<file path="config.mk">
export PLATFORM = sky130hd
export DESIGN_NAME = stopwatch_bcd_chain
export DESIGN_NICKNAME = d
export VERILOG_FILES = /design/src/rtl/stopwatch_pkg.sv /design/src/rtl/bcd_mod_digit.sv /design/src/rtl/stopwatch_bcd_chain.sv
export SDC_FILE = /design/constraint.sdc
export NUM_CORES = 1
export LEC_CHECK = 0
export ABC_AREA = 1
export CAP_MARGIN = 20
export CORE_MARGIN = 2
export CORE_UTILIZATION = 53
export CTS_BUF_LIST = sky130_fd_sc_hd__clkbuf_4 sky130_fd_sc_hd__clkbuf_8
export DETAILED_ROUTE_END_ITERATION = 8
export MAX_ROUTING_LAYER = met4
export PLACE_DENSITY = 0.82
export SLEW_MARGIN = 20
export SYNTH_ARGS = -nofsm -noshare
export SYNTH_HDL_FRONTEND = slang
export SYNTH_SLANG_ARGS = --single-unit
</file>
<file path="constraint.sdc">
create_clock -name clk -period 1.96 [get_ports clk]
set_input_delay 0.392 -clock clk [delete_from_list [all_inputs] [get_ports clk]]
set_output_delay 0.392 -clock clk [all_outputs]
set_load 0.03 [all_outputs]
</file>
<file path="src/rtl/stopwatch_pkg.sv">
// Shared types and constants for the stopwatch BCD digit chain.
// mod_of extracts the modulus of one digit from a packed nibble vector.
package stopwatch_pkg;

   typedef logic [3:0] bcd_digit_t;

   localparam int SW_MAX_DIGITS = 8;

   // MM:SS ordering, digit 0 in the low nibble: sec units, sec tens, min units, min tens.
   localparam logic [15:0] SW_MMSS_MODS = {4'd6, 4'd10, 4'd6, 4'd10};

   function automatic bcd_digit_t mod_of(input logic [4*SW_MAX_DIGITS-1:0] mods, input int i);
      return mods[4*i +: 4];
   endfunction

endpackage

</file>
<file path="src/rtl/bcd_mod_digit.sv">
// Single BCD digit counter with a configurable modulus.
// The step input already includes the chain carry/borrow and the count tick.
module bcd_mod_digit
   import stopwatch_pkg::*;
#(
   parameter int MOD = 10
) (
   input  logic       clk,
   input  logic       reset,
   input  logic       step,
   input  logic       up_dn,
   input  logic       clr,
   input  logic       load,
   input  logic [3:0] load_d,
   output logic [3:0] q,
   output logic       at_max,
   output logic       at_zero
);

   localparam bcd_digit_t MAX_V = bcd_digit_t'(MOD - 1);

   bcd_digit_t r_q;
   bcd_digit_t w_next;

   assign at_max  = (r_q == MAX_V);
   assign at_zero = (r_q == 4'd0);
   assign q       = r_q;

   always_comb begin
      w_next = r_q;
      if (clr) begin
         w_next = '0;
      end else if (load) begin
         // Out-of-range load values collapse to zero rather than being clamped.
         w_next = (load_d <= MAX_V) ? load_d : '0;
      end else if (step) begin
         if (up_dn) begin
            w_next = at_max ? '0 : r_q + 4'd1;
         end else begin
            w_next = at_zero ? MAX_V : r_q - 4'd1;
         end
      end
   end

   always_ff @(posedge clk or posedge reset) begin
      if (reset) begin
         r_q <= '0;
      end else begin
         r_q <= w_next;
      end
   end

endmodule

</file>
<file path="src/rtl/stopwatch_bcd_chain.sv">
// Cascade of per-modulus BCD digits with direction, clear, load, lap hold and wrap pulse.
// Carry and borrow are combinational prefix-ANDs, so every digit updates on the same edge.
module stopwatch_bcd_chain
   import stopwatch_pkg::*;
#(
   parameter int                        NUM_DIGITS = 4,
   parameter logic [4*NUM_DIGITS-1:0]   DIGIT_MODS = SW_MMSS_MODS
) (
   input  logic                      clk,
   input  logic                      reset,
   input  logic                      en,
   input  logic                      clr,
   input  logic                      up_dn,
   input  logic                      load,
   input  logic [4*NUM_DIGITS-1:0]   load_val,
   input  logic                      lap,
   output logic [4*NUM_DIGITS-1:0]   digits,
   output logic [4*NUM_DIGITS-1:0]   disp,
   output logic                      holding,
   output logic                      wrap
);

   localparam int W = 4 * NUM_DIGITS;

   logic [NUM_DIGITS:0]   w_carry;
   logic [NUM_DIGITS:0]   w_borrow;
   logic [NUM_DIGITS-1:0] w_at_max;
   logic [NUM_DIGITS-1:0] w_at_zero;
   logic [NUM_DIGITS-1:0] w_step;
   logic [W-1:0]          w_digits;
   logic                  w_wrap_next;
   logic                  w_lap_set;

   logic [W-1:0]          r_lap_q;
   logic                  r_lap_pend;
   logic                  r_holding;
   logic                  r_wrap;

   assign w_carry[0]  = 1'b1;
   assign w_borrow[0] = 1'b1;

   genvar gi;
   generate
      for (gi = 0; gi < NUM_DIGITS; gi++) begin : g_digit
         localparam int MOD_I = int'(mod_of((4*SW_MAX_DIGITS)'(DIGIT_MODS), gi));

         assign w_carry[gi+1]  = w_carry[gi]  & w_at_max[gi];
         assign w_borrow[gi+1] = w_borrow[gi] & w_at_zero[gi];
         assign w_step[gi]     = en & (up_dn ? w_carry[gi] : w_borrow[gi]);

         bcd_mod_digit #(
            .MOD (MOD_I)
         ) u_digit (
            .clk     (clk),
            .reset   (reset),
            .step    (w_step[gi]),
            .up_dn   (up_dn),
            .clr     (clr),
            .load    (load),
            .load_d  (load_val[4*gi +: 4]),
            .q       (w_digits[4*gi +: 4]),
            .at_max  (w_at_max[gi]),
            .at_zero (w_at_zero[gi])
         );
      end
   endgenerate

   // A full carry/borrow out of the top digit is exactly the whole-chain wrap.
   assign w_wrap_next = en & ~clr & ~load &
                        (up_dn ? w_carry[NUM_DIGITS] : w_borrow[NUM_DIGITS]);
   assign w_lap_set   = lap & ~r_holding & ~clr;

   always_ff @(posedge clk or posedge reset) begin
      if (reset) begin
         r_wrap     <= 1'b0;
         r_holding  <= 1'b0;
         r_lap_pend <= 1'b0;
         r_lap_q    <= '0;
      end else begin
         r_wrap     <= w_wrap_next;
         r_lap_pend <= w_lap_set;
         if (clr) begin
            r_holding <= 1'b0;
         end else if (lap) begin
            r_holding <= ~r_holding;
         end
         // The snapshot is taken one edge late: during the pending cycle the live
         // digits already hold the post-edge value, and disp shows them directly.
         if (r_lap_pend) begin
            r_lap_q <= w_digits;
         end
      end
   end

   assign digits  = w_digits;
   assign disp    = (r_holding & ~r_lap_pend) ? r_lap_q : w_digits;
   assign holding = r_holding;
   assign wrap    = r_wrap;

endmodule

</file>
==> summary.md <==
| Metric | Value |
|---|---|
| PortBufs | 56 |
| Hold_buf cts | 0 |
| Net Sw Frac | approximately two fifths |
| Root Buffer | clkbuf_8 |
| Part of the power in combinational logic | 40.3% |
| Fin crit share | 97.28% |
| Total power | ~2.4 mW |
| Tmin final | between 1.5 and 2 ns |
| Clock sinks | 35 |
| Slew @ Worst Pin | 0.4613 ns |
| Clock latency on the worst-skew pair | ~0.29 ns |
| Final Setup Violations | 0 |
| Starting density of the core | 54.14% |
| DP HPWL | 5240 um |
| First-pass GRT wire length | 11210 um |
| Multi-input gate area | ~1500 sq um |
| Critical path capture point type | output port |
| H-tree Lvls | 2 |
| Setup Crit Path Kind | reg -> out |
| Synth Instances | 400 |
| CTS tree | yes |
| Static Leak | 1.731 nW |
| Number of global-route vias before repair | ~2500 |
| DR WL met2 | between 3000 and 4000 um |
| Fillers | 437 |
| Ys Warns | 0 |
| Post-Syn Nets | 436 |
| DR iter-0 viols | 207 |
| Synth top area share | 32.08% |
| Max layer used | met4 |
| Cells on worst reg2reg path | 10 |
| Internal power | about 1.5 mW |
| Initial antenna violation count | 0 |
| GRT overflow | 0 |
| TritonCTS Buffers | 5 |
| Dominant cell type by area after synthesis | dfrtp_1 |
| Vias/cell | 5.372 |
| Routed wire length | slightly below 7000 um |
| TritonRoute pass-1 iters | 5 |
| Worst r2r src | g_digit[2].u_digit.q[0] |
| Max-slew headroom | 69.25% |
| Critical Path RT | about 1.6 ns |
| PD cells | ~700 nW/um^2 |
| Max Cap Viol | 0 |
| Max VDD drop | ~0.48 mV |
| Ratio of cells with drive above 1 in the final layout | 15.70% |
| Seq/Total Area, Yosys | between 30 and 40% |
| Status | complete, no violations |
| Area delta synth->final | 26.99% |
| DP Worst Slack | approximately 0.16 ns |
| Crit path buffers/inverters | 1 |
| CP Launch Type | flop |
| Hold Path Class | reg -> reg |
| Vias | ~2900 |
| Row cnt | 26 |
| Pins Over Slew Limit | 0 |
| Antenna diodes | 0 |
| Net Sw Power | 0.9275 mW |
| Nets | 500 |
| GRT Util Overall | 26.52% |
| Critical-path top delay cell | clkdlybuf4s50_1 |
| Mean Syn Cell Area | ~7 sq um |
| DIE AREA | 5741 sq um |
| Worst reg2reg path endpoint | g_digit[3].u_digit.q[3] |
| Crit path from | g_digit[3].u_digit.q[0] |
| Top cells by area, synth | dfrtp_1 (32%), nand2_1 (16%), o21ai_0 (7.9%) |
| DRC | 0 |
| Worst setup path endpoint | digits[12] |
| Final Skew | 0.006115 ns |
| Crit path cell chain | clkdlybuf4s50_1 |
| Final ANT Viol Nets | 0 |
| Peak Freq | 0.5245 GHz |
| Final hold vios | 0 |
| CP peak stage delay | 0.73 ns |
| Core area | 5042 sq um |
| Final worst slack | 0.05331 ns |
| Power share of the clock group | ~23% |
| Largest delay share family, worst path | buffers and inverters |
| RSZ-0062 raised after global routing | false |
| WL met3 | 517 um |
| Worst path depth | 1 |
| Crit path max fanout | 5 |
| Ports | 57 |
| Seq pwr share | between 30% and 40% |
| Largest net degree at the start of global routing | 36 |
| Max clock buf depth | 2 |
| Cell Area, Synth | 2730 sq um |
| Synth Register Bits | 35 |
| CTS clk-pin slew, worst paths | around 0.070 ns |
| Die Ht | 75.77 um |
| Reg-to-reg setup timing slack | between 0.15 and 0.2 ns |
| Library cells used by synthesis | 35 |
| DIE WIDTH | 75.77 um |
| Met1 wire length | 3082 um |
| Drt wl/cell | 12.87 um |
| FF+latch area | slightly below 900 sq um |
| Gpl congestion | 0.9208 |
| Crit path arrival time | about 1.5 ns |
## metal layers
layer	up-vias	global-route usage, %
li1	1423	-
met1	1309	34.95
met2	131	40.80
met3	11	4.894
met4	0	9.357
met5	-	-
## sequential cells by signal (all words and copies together), names as in the netlist
register and cells:
g_digit.u_digit.q 16, r_lap_q 16, holding 1, r_lap_pend 1, wrap 1
## final cells by class
| class | instances | area share [%] |
|---|---|---|
| clock buffer | 7 | 2.418 |
| tap | 70 | 2.526 |
| sequential | 35 | 25.26 |
| multi-input combinational | 296 | 44.21 |
| clock inverter | 1 | 0.1444 |
| inverter | 50 | 5.666 |
| timing repair buffer | 76 | 19.78 |
## logic make-up (layout without fill, tap and decap cells)
kind of cell,Yosys count,in the layout,share of synthesized area [%]
compound gates,79,79,15.58
flops,35,35,32.08
fa+ha+maj,13,13,5.958
buf+inv,69,134,11.78
xor+xnor,2,2,0.6417
simple gates,202,202,33.96
## worst reg2reg max path, cell delays in order, from the launching register on
cell     delay (ns)
dfrtp_1        0.55
inv_1          0.17
ha_1           0.27
nand2_1        0.10
nand2_1        0.12
nand2_1        0.10
a21oi_2        0.04
nand2_2        0.13
nand2_4        0.08
nand2_1        0.06
nand2_1        0.05
## timing repair
item,4_1_cts,5_1_grt
endpoints found under the setup margin,1,19
buffers inserted,0,0
resized for setup,1,10
pin swaps,0,0
hold endpoints to repair,0,0
## power groups by stage
stage | clock (mW) | combinational (mW) | sequential (mW)
after floorplan | 0 | 0.578 | 0.945
after global placement | 0 | 0.934 | 0.884
after detailed placement | 0 | 0.953 | 0.888
after CTS | 0.553 | 0.956 | 0.874
after global routing | 0.588 | 1.06 | 0.885
final | 0.546 | 0.959 | 0.873
## synthesized netlist by cell type, drive strengths merged
library cell,number
nand2,124
o21ai,51
inv,48
nand3,43
dfrtp,35
nor2,23
a21oi,20
buf,13
ha,13
clkbuf,6
nor3,6
nand4,4
o211ai,3
clkinv,2
o31ai,2
or2,2
xnor2,2
a21o,1
a31oi,1
o21bai,1
## layout by cell type (no fill, tap or decap), types with 4 or more instances in the layout
cell type	netlist	routed
nand2_1	113	113
inv_1	43	43
nand3_1	42	42
dfrtp_1	35	35
buf_4	1	35
clkdlybuf4s50_1	0	34
o21ai_0	43	33
a21oi_1	19	19
nor2_1	16	16
o21ai_1	6	16
ha_1	13	13
nand2_2	7	7
nor3_1	6	6
clkbuf_8	1	5
dlymetal6s2s_1	0	5
nand2_4	4	4
nor2_2	4	4
nand4_1	4	4
## worst min path at each step
stage	start	endpoint	slack, ns	cells past startpoint
6_report	holding	r_lap_pend	0.48	1
5_1_grt	holding	r_lap_pend	0.51	1
4_1_cts	holding	r_lap_pend	0.48	1
3_5_place_dp	holding	r_lap_pend	0.47	1
3_3_place_gp	holding	r_lap_pend	0.46	1
2_1_floorplan	clr	r_lap_pend	0.47	1
## metrics by stage
stage	instances	TNS [ns]	utilization (%)	hold WS (ns)	area (sq um)
2_1_floorplan	400	-1.725	-	0.4707	2730
3_3_place_gp	527	0	66.70	0.4636	3363
3_5_place_dp	527	0	66.70	0.4732	3363
4_1_cts	535	0	68.44	0.4795	3451
5_1_grt	535	0	68.76	0.5140	3467
6_report	535	0	68.76	0.4809	3467
(Power assumes the default switching activity.)
